**src/rtl/div_pkg.sv**
```systemverilog
// Shared types and constants for the sequential restoring divider.
package div_pkg;

    localparam int unsigned DIV_W       = 32;
    localparam int unsigned DIV_ITERS   = 32;
    localparam int unsigned DIV_LATENCY = 34;

    typedef enum logic [1:0] {
        ST_IDLE,
        ST_CALC,
        ST_FIX,
        ST_DONE
    } div_state_e;

endpackage

```
**src/rtl/seq_divider.sv**
```systemverilog
// Sequential radix-2 restoring divider with two AXI-Stream operand inputs and a result pulse.
// Build option: define DIV_ZERO_FAST_EN to short-circuit divide-by-zero straight to the result.
module seq_divider
    import div_pkg::*;
#(
    parameter bit          SIGNED = 1'b1,
    parameter int unsigned DATA_W = 32
) (
    input  logic                  clk,
    input  logic                  resetn,
    input  logic                  s_axis_dividend_tvalid,
    output logic                  s_axis_dividend_tready,
    input  logic [DATA_W-1:0]     s_axis_dividend_tdata,
    input  logic                  s_axis_divisor_tvalid,
    output logic                  s_axis_divisor_tready,
    input  logic [DATA_W-1:0]     s_axis_divisor_tdata,
    output logic                  m_axis_dout_tvalid,
    output logic [2*DATA_W-1:0]   m_axis_dout_tdata
);

    localparam int unsigned ITER_W = $clog2(DIV_ITERS);
`ifdef DIV_ZERO_FAST_EN
    localparam bit FAST_ZERO = 1'b1;
`else
    localparam bit FAST_ZERO = 1'b0;
`endif

    div_state_e        state;
    logic              dvd_cap, dvs_cap;
    logic [DIV_W-1:0]  dvd_q, dvs_q;
    logic [DIV_W:0]    rem_q;
    logic [DIV_W-1:0]  quo_q;
    logic [DIV_W-1:0]  dvs_mag_q;
    logic              neg_quo_q, neg_rem_q;
    logic [ITER_W-1:0] iter_q;

    logic              take_dvd, take_dvs, have_dvd, have_dvs;
    logic [DIV_W-1:0]  dvd_sel, dvs_sel, dvd_mag, dvs_mag;
    logic              sgn_dvd, sgn_dvs;
    logic [DIV_W-1:0]  quo_fin, rem_fin;

    // One restoring step: shift in the next dividend bit, subtract if it fits.
    function automatic logic [2*DIV_W:0] div_step(
        input logic [DIV_W:0]   rem,
        input logic [DIV_W-1:0] quo,
        input logic [DIV_W-1:0] dvs
    );
        logic [DIV_W+1:0] shifted;
        logic [DIV_W+1:0] diff;
        shifted = {rem, quo[DIV_W-1]};
        diff    = shifted - {2'b00, dvs};
        if (diff[DIV_W+1])
            return {shifted[DIV_W:0], quo[DIV_W-2:0], 1'b0};
        else
            return {diff[DIV_W:0], quo[DIV_W-2:0], 1'b1};
    endfunction

    // Operands as seen on the IDLE->CALC edge, including a same-cycle capture.
    always_comb begin
        take_dvd = s_axis_dividend_tvalid & s_axis_dividend_tready;
        take_dvs = s_axis_divisor_tvalid  & s_axis_divisor_tready;
        have_dvd = dvd_cap | take_dvd;
        have_dvs = dvs_cap | take_dvs;
        dvd_sel  = take_dvd ? s_axis_dividend_tdata : dvd_q;
        dvs_sel  = take_dvs ? s_axis_divisor_tdata  : dvs_q;
        sgn_dvd  = SIGNED & dvd_sel[DIV_W-1];
        sgn_dvs  = SIGNED & dvs_sel[DIV_W-1];
        dvd_mag  = sgn_dvd ? -dvd_sel : dvd_sel;
        dvs_mag  = sgn_dvs ? -dvs_sel : dvs_sel;
        quo_fin  = neg_quo_q ? -quo_q : quo_q;
        rem_fin  = neg_rem_q ? -rem_q[DIV_W-1:0] : rem_q[DIV_W-1:0];
    end

    always_ff @(posedge clk) begin
        if (!resetn) begin
            state                  <= ST_IDLE;
            dvd_cap                <= 1'b0;
            dvs_cap                <= 1'b0;
            dvd_q                  <= '0;
            dvs_q                  <= '0;
            rem_q                  <= '0;
            quo_q                  <= '0;
            dvs_mag_q              <= '0;
            neg_quo_q              <= 1'b0;
            neg_rem_q              <= 1'b0;
            iter_q                 <= '0;
            s_axis_dividend_tready <= 1'b1;
            s_axis_divisor_tready  <= 1'b1;
            m_axis_dout_tvalid     <= 1'b0;
            m_axis_dout_tdata      <= '0;
        end else begin
            m_axis_dout_tvalid <= 1'b0;
            unique case (state)
                ST_IDLE: begin
                    if (take_dvd) dvd_q <= s_axis_dividend_tdata;
                    if (take_dvs) dvs_q <= s_axis_divisor_tdata;
                    dvd_cap                <= have_dvd;
                    dvs_cap                <= have_dvs;
                    s_axis_dividend_tready <= !have_dvd;
                    s_axis_divisor_tready  <= !have_dvs;
                    if (have_dvd && have_dvs) begin
                        if (FAST_ZERO && dvs_sel == '0) begin
                            state              <= ST_DONE;
                            m_axis_dout_tvalid <= 1'b1;
                            m_axis_dout_tdata  <= {{DIV_W{1'b1}}, dvd_sel};
                        end else begin
                            state     <= ST_CALC;
                            rem_q     <= '0;
                            quo_q     <= dvd_mag;
                            dvs_mag_q <= dvs_mag;
                            neg_quo_q <= sgn_dvd ^ sgn_dvs;
                            neg_rem_q <= sgn_dvd;
                            iter_q    <= '0;
                        end
                    end
                end
                ST_CALC: begin
                    {rem_q, quo_q} <= div_step(rem_q, quo_q, dvs_mag_q);
                    iter_q         <= iter_q + ITER_W'(1);
                    if (iter_q == ITER_W'(DIV_ITERS - 1)) state <= ST_FIX;
                end
                ST_FIX: begin
                    state              <= ST_DONE;
                    m_axis_dout_tvalid <= 1'b1;
                    m_axis_dout_tdata  <= {quo_fin, rem_fin};
                end
                ST_DONE: begin
                    state                  <= ST_IDLE;
                    dvd_cap                <= 1'b0;
                    dvs_cap                <= 1'b0;
                    s_axis_dividend_tready <= 1'b1;
                    s_axis_divisor_tready  <= 1'b1;
                end
            endcase
        end
    end

endmodule

```
**config.mk**
```make
export PLATFORM = sky130hd
export DESIGN_NAME = seq_divider
export DESIGN_NICKNAME = d
export VERILOG_FILES = /design/src/rtl/div_pkg.sv /design/src/rtl/seq_divider.sv
export SDC_FILE = /design/constraint.sdc
export NUM_CORES = 1
export LEC_CHECK = 0
export CAP_MARGIN = 40
export CORE_AREA = 2 2 194 196
export CTS_BUF_LIST = sky130_fd_sc_hd__clkbuf_4 sky130_fd_sc_hd__clkbuf_8
export CTS_CLUSTER_DIAMETER = 150
export DETAILED_ROUTE_END_ITERATION = 10
export DIE_AREA = 0 0 196 198
export GPL_TIMING_DRIVEN = 0
export PLACE_DENSITY_LB_ADDON = 0.12
export SYNTH_ARGS = -nofsm -noshare
export SYNTH_HDL_FRONTEND = slang
export SYNTH_SLANG_ARGS = --single-unit
```
**constraint.sdc**
```tcl
create_clock -name clk -period 7.8 [get_ports clk]
set_clock_uncertainty 0.1 [all_clocks]
set_input_delay 1.17 -clock clk [delete_from_list [all_inputs] [get_ports clk]]
set_output_delay 1.17 -clock clk [all_outputs]
set_load 0.01 [all_outputs]
```
Yosys cells after proc, flatten, opt, wreduce, memory -nomap -nowiden
Index checks and enable logic that the tools add are counted.
Widths: inputs -> output; s select.
{"block": "word_totals", "input_bits": 68, "ff_bits": 239, "wordCells": 62}
{"block": "op_classes", "n_eq_ne": 6, "bitwise": 5, "add_sub_neg": 6, "n_reduce_logical": 9, "mux": 21}
{"operator": "$mux 32", "n": 7}
{"operator": "$neg 32->32", "n": 4}
{"operator": "$pmux 33 s2", "n": 1}
{"operator": "$mux 65", "n": 1}
{"operator": "$pmux 32 s2", "n": 1}
{"operator": "$sub 34x32->34", "n": 1}
{"operator": "$mux 33", "n": 1}
{"operator": "$pmux 5 s2", "n": 1}
{"operator": "$pmux 1 s2", "n": 4}
{"operator": "$pmux 2 s4", "n": 1}
{"operator": "$reduce_and 2->1", "n": 3}
{"operator": "$add 5x1->5 const B", "n": 1}
{"operator": "$eq 5x5->1 const B", "n": 1}
{"operator": "$mux 5", "n": 1}
{"operator": "$eq 2x2->1 const B", "n": 2}
{"operator": "$mux 2", "n": 2}
{"operator": "$ne 2x2->1 const B", "n": 2}
{"operator": "$reduce_bool 2->1", "n": 2}
{"operator": "$and 1x1->1", "n": 2}
{"operator": "$eq 2x1->1 const B", "n": 1}
{"operator": "$logic_not 1->1", "n": 2}
{"operator": "$logic_not 2->1", "n": 1}
{"operator": "$or 1x1->1", "n": 2}
{"operator": "$logic_and 1x1->1", "n": 1}
{"operator": "other kinds (2)", "n": 2}

Logic depth before layout (Yosys ltp)
Gate-level depths: netlist of run 1.
{"block": "depth", "word_depth": 6, "depth_mapped": 16, "depth_no_buf": 13}

Worst setup path before layout of run 1
Ideal clock, no wire load.
{"block": "synth_timing", "path_type": "input -> register", "start": "in s_axis_divisor_tvalid", "end": "reg dvs_mag_q[30]", "t_arrival_ns": 4.303, "stages": 16, "path_slack_ns": 3.282, "required_ns": 7.585, "cell_sequence": "buf_2 > and2_1 > buf_2 > buf_2 > buf_1 > mux2i_1 > ha_1 > inv_1 > a211oi_1 > and3_1 > nand2_1 > nor4_2 > a41oi_1 > xor2_1 > o21ai_0 > and2_1"}
{"block": "synth_between", "elab_chain_len": 4}
{"element": "from (decl)", "line_no": "seq_divider.sv:14", "text": "input logic s_axis_divisor_tvalid,"}
{"element": "$and 1x1->1 *", "line_no": "seq_divider.sv:61", "text": "take_dvs = s_axis_divisor_tvalid & s_axis_divisor_tready;"}
{"element": "$mux 32 or $or 1x1->1 (tied branches)"}
{"element": "$neg 32->32 or $logic_and 1x1->1 (tied branches)", "line_no": "seq_divider.sv:69, seq_divider.sv:101"}
{"element": "$mux 32 or $reduce_and 2->1 (tied branches)"}
{"element": "to (signal assigned)", "line_no": "seq_divider.sv:110", "text": "dvs_mag_q <= dvs_mag;"}
{"element": "to (decl)", "line_no": "seq_divider.sv:33", "text": "logic [DIV_W-1:0] dvs_mag_q;"}
Every way passes the cells marked *; elsewhere a longest branch is shown, timed or not.
A chain may end at the register's enable or synchronous reset.

Worst setup path after layout of run 1
{"block": "layout_timing", "start": "in s_axis_divisor_tvalid", "end": "reg dvs_mag_q[26]"}
Same word-level chain as after synthesis.

==> results of run 1 <==
[placed cells by master, fill, tap and decap left out, types with 44 or more instances in the layout]
cell type,count
sky130_fd_sc_hd__a21boi_0,44
sky130_fd_sc_hd__a21oi_1,89
sky130_fd_sc_hd__clkbuf_1,96
sky130_fd_sc_hd__clkbuf_8,55
sky130_fd_sc_hd__clkdlybuf4s50_1,134
sky130_fd_sc_hd__dfxtp_1,239
sky130_fd_sc_hd__inv_1,54
sky130_fd_sc_hd__mux2i_1,85
sky130_fd_sc_hd__nand2_1,318
sky130_fd_sc_hd__nor2_1,65
sky130_fd_sc_hd__o211a_1,105
sky130_fd_sc_hd__o21ai_0,124
sky130_fd_sc_hd__xor2_1,112
[cell families after synthesis]
| logic type | share of synthesized area |
|---|---|
| flops | 0.329 |
| xor+xnor | 0.0866 |
| fa+ha+maj | 0.0375 |
| buf+inv | 0.0473 |
| mux | 0.0623 |
| simple gates | 0.182 |
| compound gates | 0.256 |
[per-layer routing]
metal	part of all wire	wire length [um]	up-vias	track usage
li1	-	-	6771	-
met1	0.50	23200	6315	0.341
met2	0.42	19500	352	0.361
met3	0.052	2380	68	0.0407
met4	0.021	974	0	0.0654
met5	0	0	-	0
[registers in the layout, indices dropped and copies added, names as in the netlist]
name	count
m_axis_dout_tdata	64
rem_q	33
dvd_q	32
dvs_mag_q	32
dvs_q	32
quo_q	32
iter_q	5
state	2
dvd_cap	1
dvs_cap	1
m_axis_dout_tvalid	1
neg_quo_q	1
neg_rem_q	1
s_axis_dividend_tready	1
s_axis_divisor_tready	1
[metrics by stage]
stage | hold slack [ps] | area, um2 | power (mW) | utilization | setup slack (ps)
final | 363 | 17500 | 8.76 | 0.473 | 2360
after global routing | 389 | 17500 | 9.51 | 0.473 | 2000
after CTS | 367 | 17500 | 8.79 | 0.473 | 2390
after detailed placement | 358 | 16500 | 7.41 | 0.447 | 1770
after global placement | 350 | 16500 | 7.36 | 0.446 | 1730
after floorplan | 341 | 14600 | 5.92 | - | 3280
[worst max-delay path by stage]
stage          slack [ps]  depth (start not counted)             to                  start
3_3_place_gp         1730                         17  dvs_mag_q[26]  s_axis_divisor_tvalid
6_report             2360                         17  dvs_mag_q[26]  s_axis_divisor_tvalid
2_1_floorplan        3280                         16  dvs_mag_q[30]  s_axis_divisor_tvalid
3_5_place_dp         1770                         17  dvs_mag_q[26]  s_axis_divisor_tvalid
5_1_grt              2000                         17  dvs_mag_q[26]  s_axis_divisor_tvalid
4_1_cts              2390                         17  dvs_mag_q[26]  s_axis_divisor_tvalid
[worst reg2reg max path: stages, from the launching register on]
cell and delay (ps):
sky130_fd_sc_hd__dfxtp_1 460, sky130_fd_sc_hd__and2_1 170, sky130_fd_sc_hd__buf_2 280, sky130_fd_sc_hd__buf_2 350, sky130_fd_sc_hd__buf_1 640, sky130_fd_sc_hd__mux2i_1 460, sky130_fd_sc_hd__ha_1 260, sky130_fd_sc_hd__inv_1 60
sky130_fd_sc_hd__a211oi_1 230, sky130_fd_sc_hd__and3_1 270, sky130_fd_sc_hd__nand2_1 130, sky130_fd_sc_hd__nor4_2 420, sky130_fd_sc_hd__a31oi_1 170, sky130_fd_sc_hd__xnor2_1 240, sky130_fd_sc_hd__o21ai_0 90, sky130_fd_sc_hd__and2_1 170
[area by class of cell]
cell class | instances | share of cell area
inverters | 54 | 0.0116
clock inverters | 12 | 0.00658
clock buffers | 70 | 0.0497
repair buffers | 135 | 0.0775
well taps | 474 | 0.0339
flip-flops and latches | 239 | 0.273
plain buffers | 123 | 0.0278
multi-input cells | 1371 | 0.519
[report_power, final]
part	switching [mW]	total [mW]	internal (mW)
clock network	0.565	1.34	0.776
logic	3.14	5.41	2.27
registers	0.389	2.01	1.62
==> results.toml, run 1 <==
[status]
outcome = "finished clean"

[route]
vias = 13500
drt_wl_total_um = 46000
routed_via_density = 5.45
antenna_left = 0
detail_route.drc_violations = 0
number_of_search_and_repair_iterations_in_the_first_detailed_routing_pass = 5
route.detailed.wl_per_inst_um = 18.6
dr.first_iter.drc_count = 910

[yosys]
number_of_nets_in_the_synthesized_netlist = 1898
synth_edf_count = 0
synth_async_sr_flop_share = 0
netlist_top_cells_count = "sky130_fd_sc_hd__nand2_1, sky130_fd_sc_hd__dfxtp_1, sky130_fd_sc_hd__o21ai_0"
synth_largest_type_area_fraction = 0.329
synthesis.area_mm2 = 0.0146
synth_most_common_cell = "sky130_fd_sc_hd__nand2_1"
netlist.top_cell.by_area = "sky130_fd_sc_hd__dfxtp_1"
synthesis.area_per_instance_um2 = 8.15
synth_seq_cells = 239
ys.warnings.count = 0
synth_sequential_area_ratio = 0.329
netlist-cell-type-count = 73
ys_top_cells_by_area = "sky130_fd_sc_hd__dfxtp_1, sky130_fd_sc_hd__nand2_1, sky130_fd_sc_hd__o211a_1"
synth_top_flop_cell = "sky130_fd_sc_hd__dfxtp_1"
synthesis.instances = 1787

[layout]
instances_no_fill = 2478
antenna_cells = 0
fillCellCount = 3687
final_nets = 2081
multi_input_area_mm2 = 0.00909
final_layout_size_suffix_gt1_frac = 0.0584
seqCellArea_mm2 = 0.00478
area_growth_syn_to_layout_pct = 20.1

[min_path]
hold_crit_path_type = "reg2reg"
hold_depth = 2
hold_path_end = "dvs_q[21]"
worst_hold_startpoint = "dvs_q[21]"

[placement]
numPortBuffers = 134
place.detailed.hpwl_um = 35500
dp.cells = 2396
gp_congestion = 0.879

[pwr]
power_density_mw_per_mm2 = 500
peakVddDrop_mv = 0.210
leakagePower_nw = 7.73

[floorplanning]
chipHeight_um = 198
placement_rows = 71
die_width_um = 196
die-area_mm2 = 0.0388
design.core.area_mm2 = 0.0370
initial_utilization = 0.394
io_pins = 135

[setup_path]
timing.critical_path.cells = "clkdlybuf4s50_1 -> buf_2 -> and2_1 -> buf_2 -> buf_2 -> buf_1 -> mux2i_1 -> ha_1 -> inv_1 -> a211oi_1 -> and3_1 -> nand2_1 -> nor4_2 -> a31oi_1 -> xnor2_1 -> o21ai_0 -> and2_1"
worst_r2r_startpoint = "s_axis_divisor_tready"
worstSetupStartpointType = "input pin"
crit_top_cell = "sky130_fd_sc_hd__buf_2"
crit_path_end_kind = "flop"
cpLargestDelayFamily = "buffers and inverters"
critical_path.max_fanout = 10
cp.required_ps = 8200
critical_path.reg2reg.endpoint = "dvs_mag_q[26]"
r2r_setup_slack_ps = 3200
worst-endpoint-arrival_ps = 5830
path_class = "in2reg"
stage_delay_of_the_slowest_cell_on_the_critical_path_ps = 640
critPathSlowestCell = "sky130_fd_sc_hd__buf_1"
reg2reg_depth = 15
cp_num_buf_inv = 6

[global_route]
via_count_of_the_first_global_routing_pass = 12900
grt_util_all_layers = 0.236
grt_start_max_net_pins = 12
grt_antenna_before_repair = 0
grt_overflow = 0
grt_pass1_wl_um = 72400

[sta]
worstMarginPinSlew_ps = 837
unrepaired_setup_endpoints_after_global_routing = "false"
fmax_ghz = 0.184
timing_max_transition_violations_final = 0
final_report_hold_violation_count = 0
finalSetupViolCount = 0
post-route-period-util = 0.697
final_critical_path_required_period_ps = 5440
worst_slew_margin_rel = 0.442
fin_tns_setup_ps = 0

[clock_tree]
postCtsSetupRepairBufs = 0
holdBufCountCts = 0
clock_sink_count = 239
root_buffer = "sky130_fd_sc_hd__clkbuf_8"
tritoncts = "yes"
number_of_cts_inserted_buffers = 46
worstSkewPairLatency_ps = 630
clock_tree.buffer_depth = 3
clk_transition_reported_paths_ps = 60
h_tree_levels = 2
cts_repair_resized_insts = 0

[run]
max_cap_viol_count = 0
Note: power is estimated with default switching activity, not from simulation.
==> inputs of run 2 (changes only) <==
Clock period 7.8 ns to 5.6 ns, I/O delays scaled along.
==> results of run 2 <==
The final DEF is identical to that of run 1. Status: finished clean.
Main changes from that run: setup slack after placement 1770 ps -> -101 ps; setup slack after layout 2360 ps -> 493 ps; register-to-register setup slack 3200 ps -> 1000 ps; total power 8.76 mW -> 12.2 mW; worst IR drop on VDD 0.210 mV -> 0.293 mV
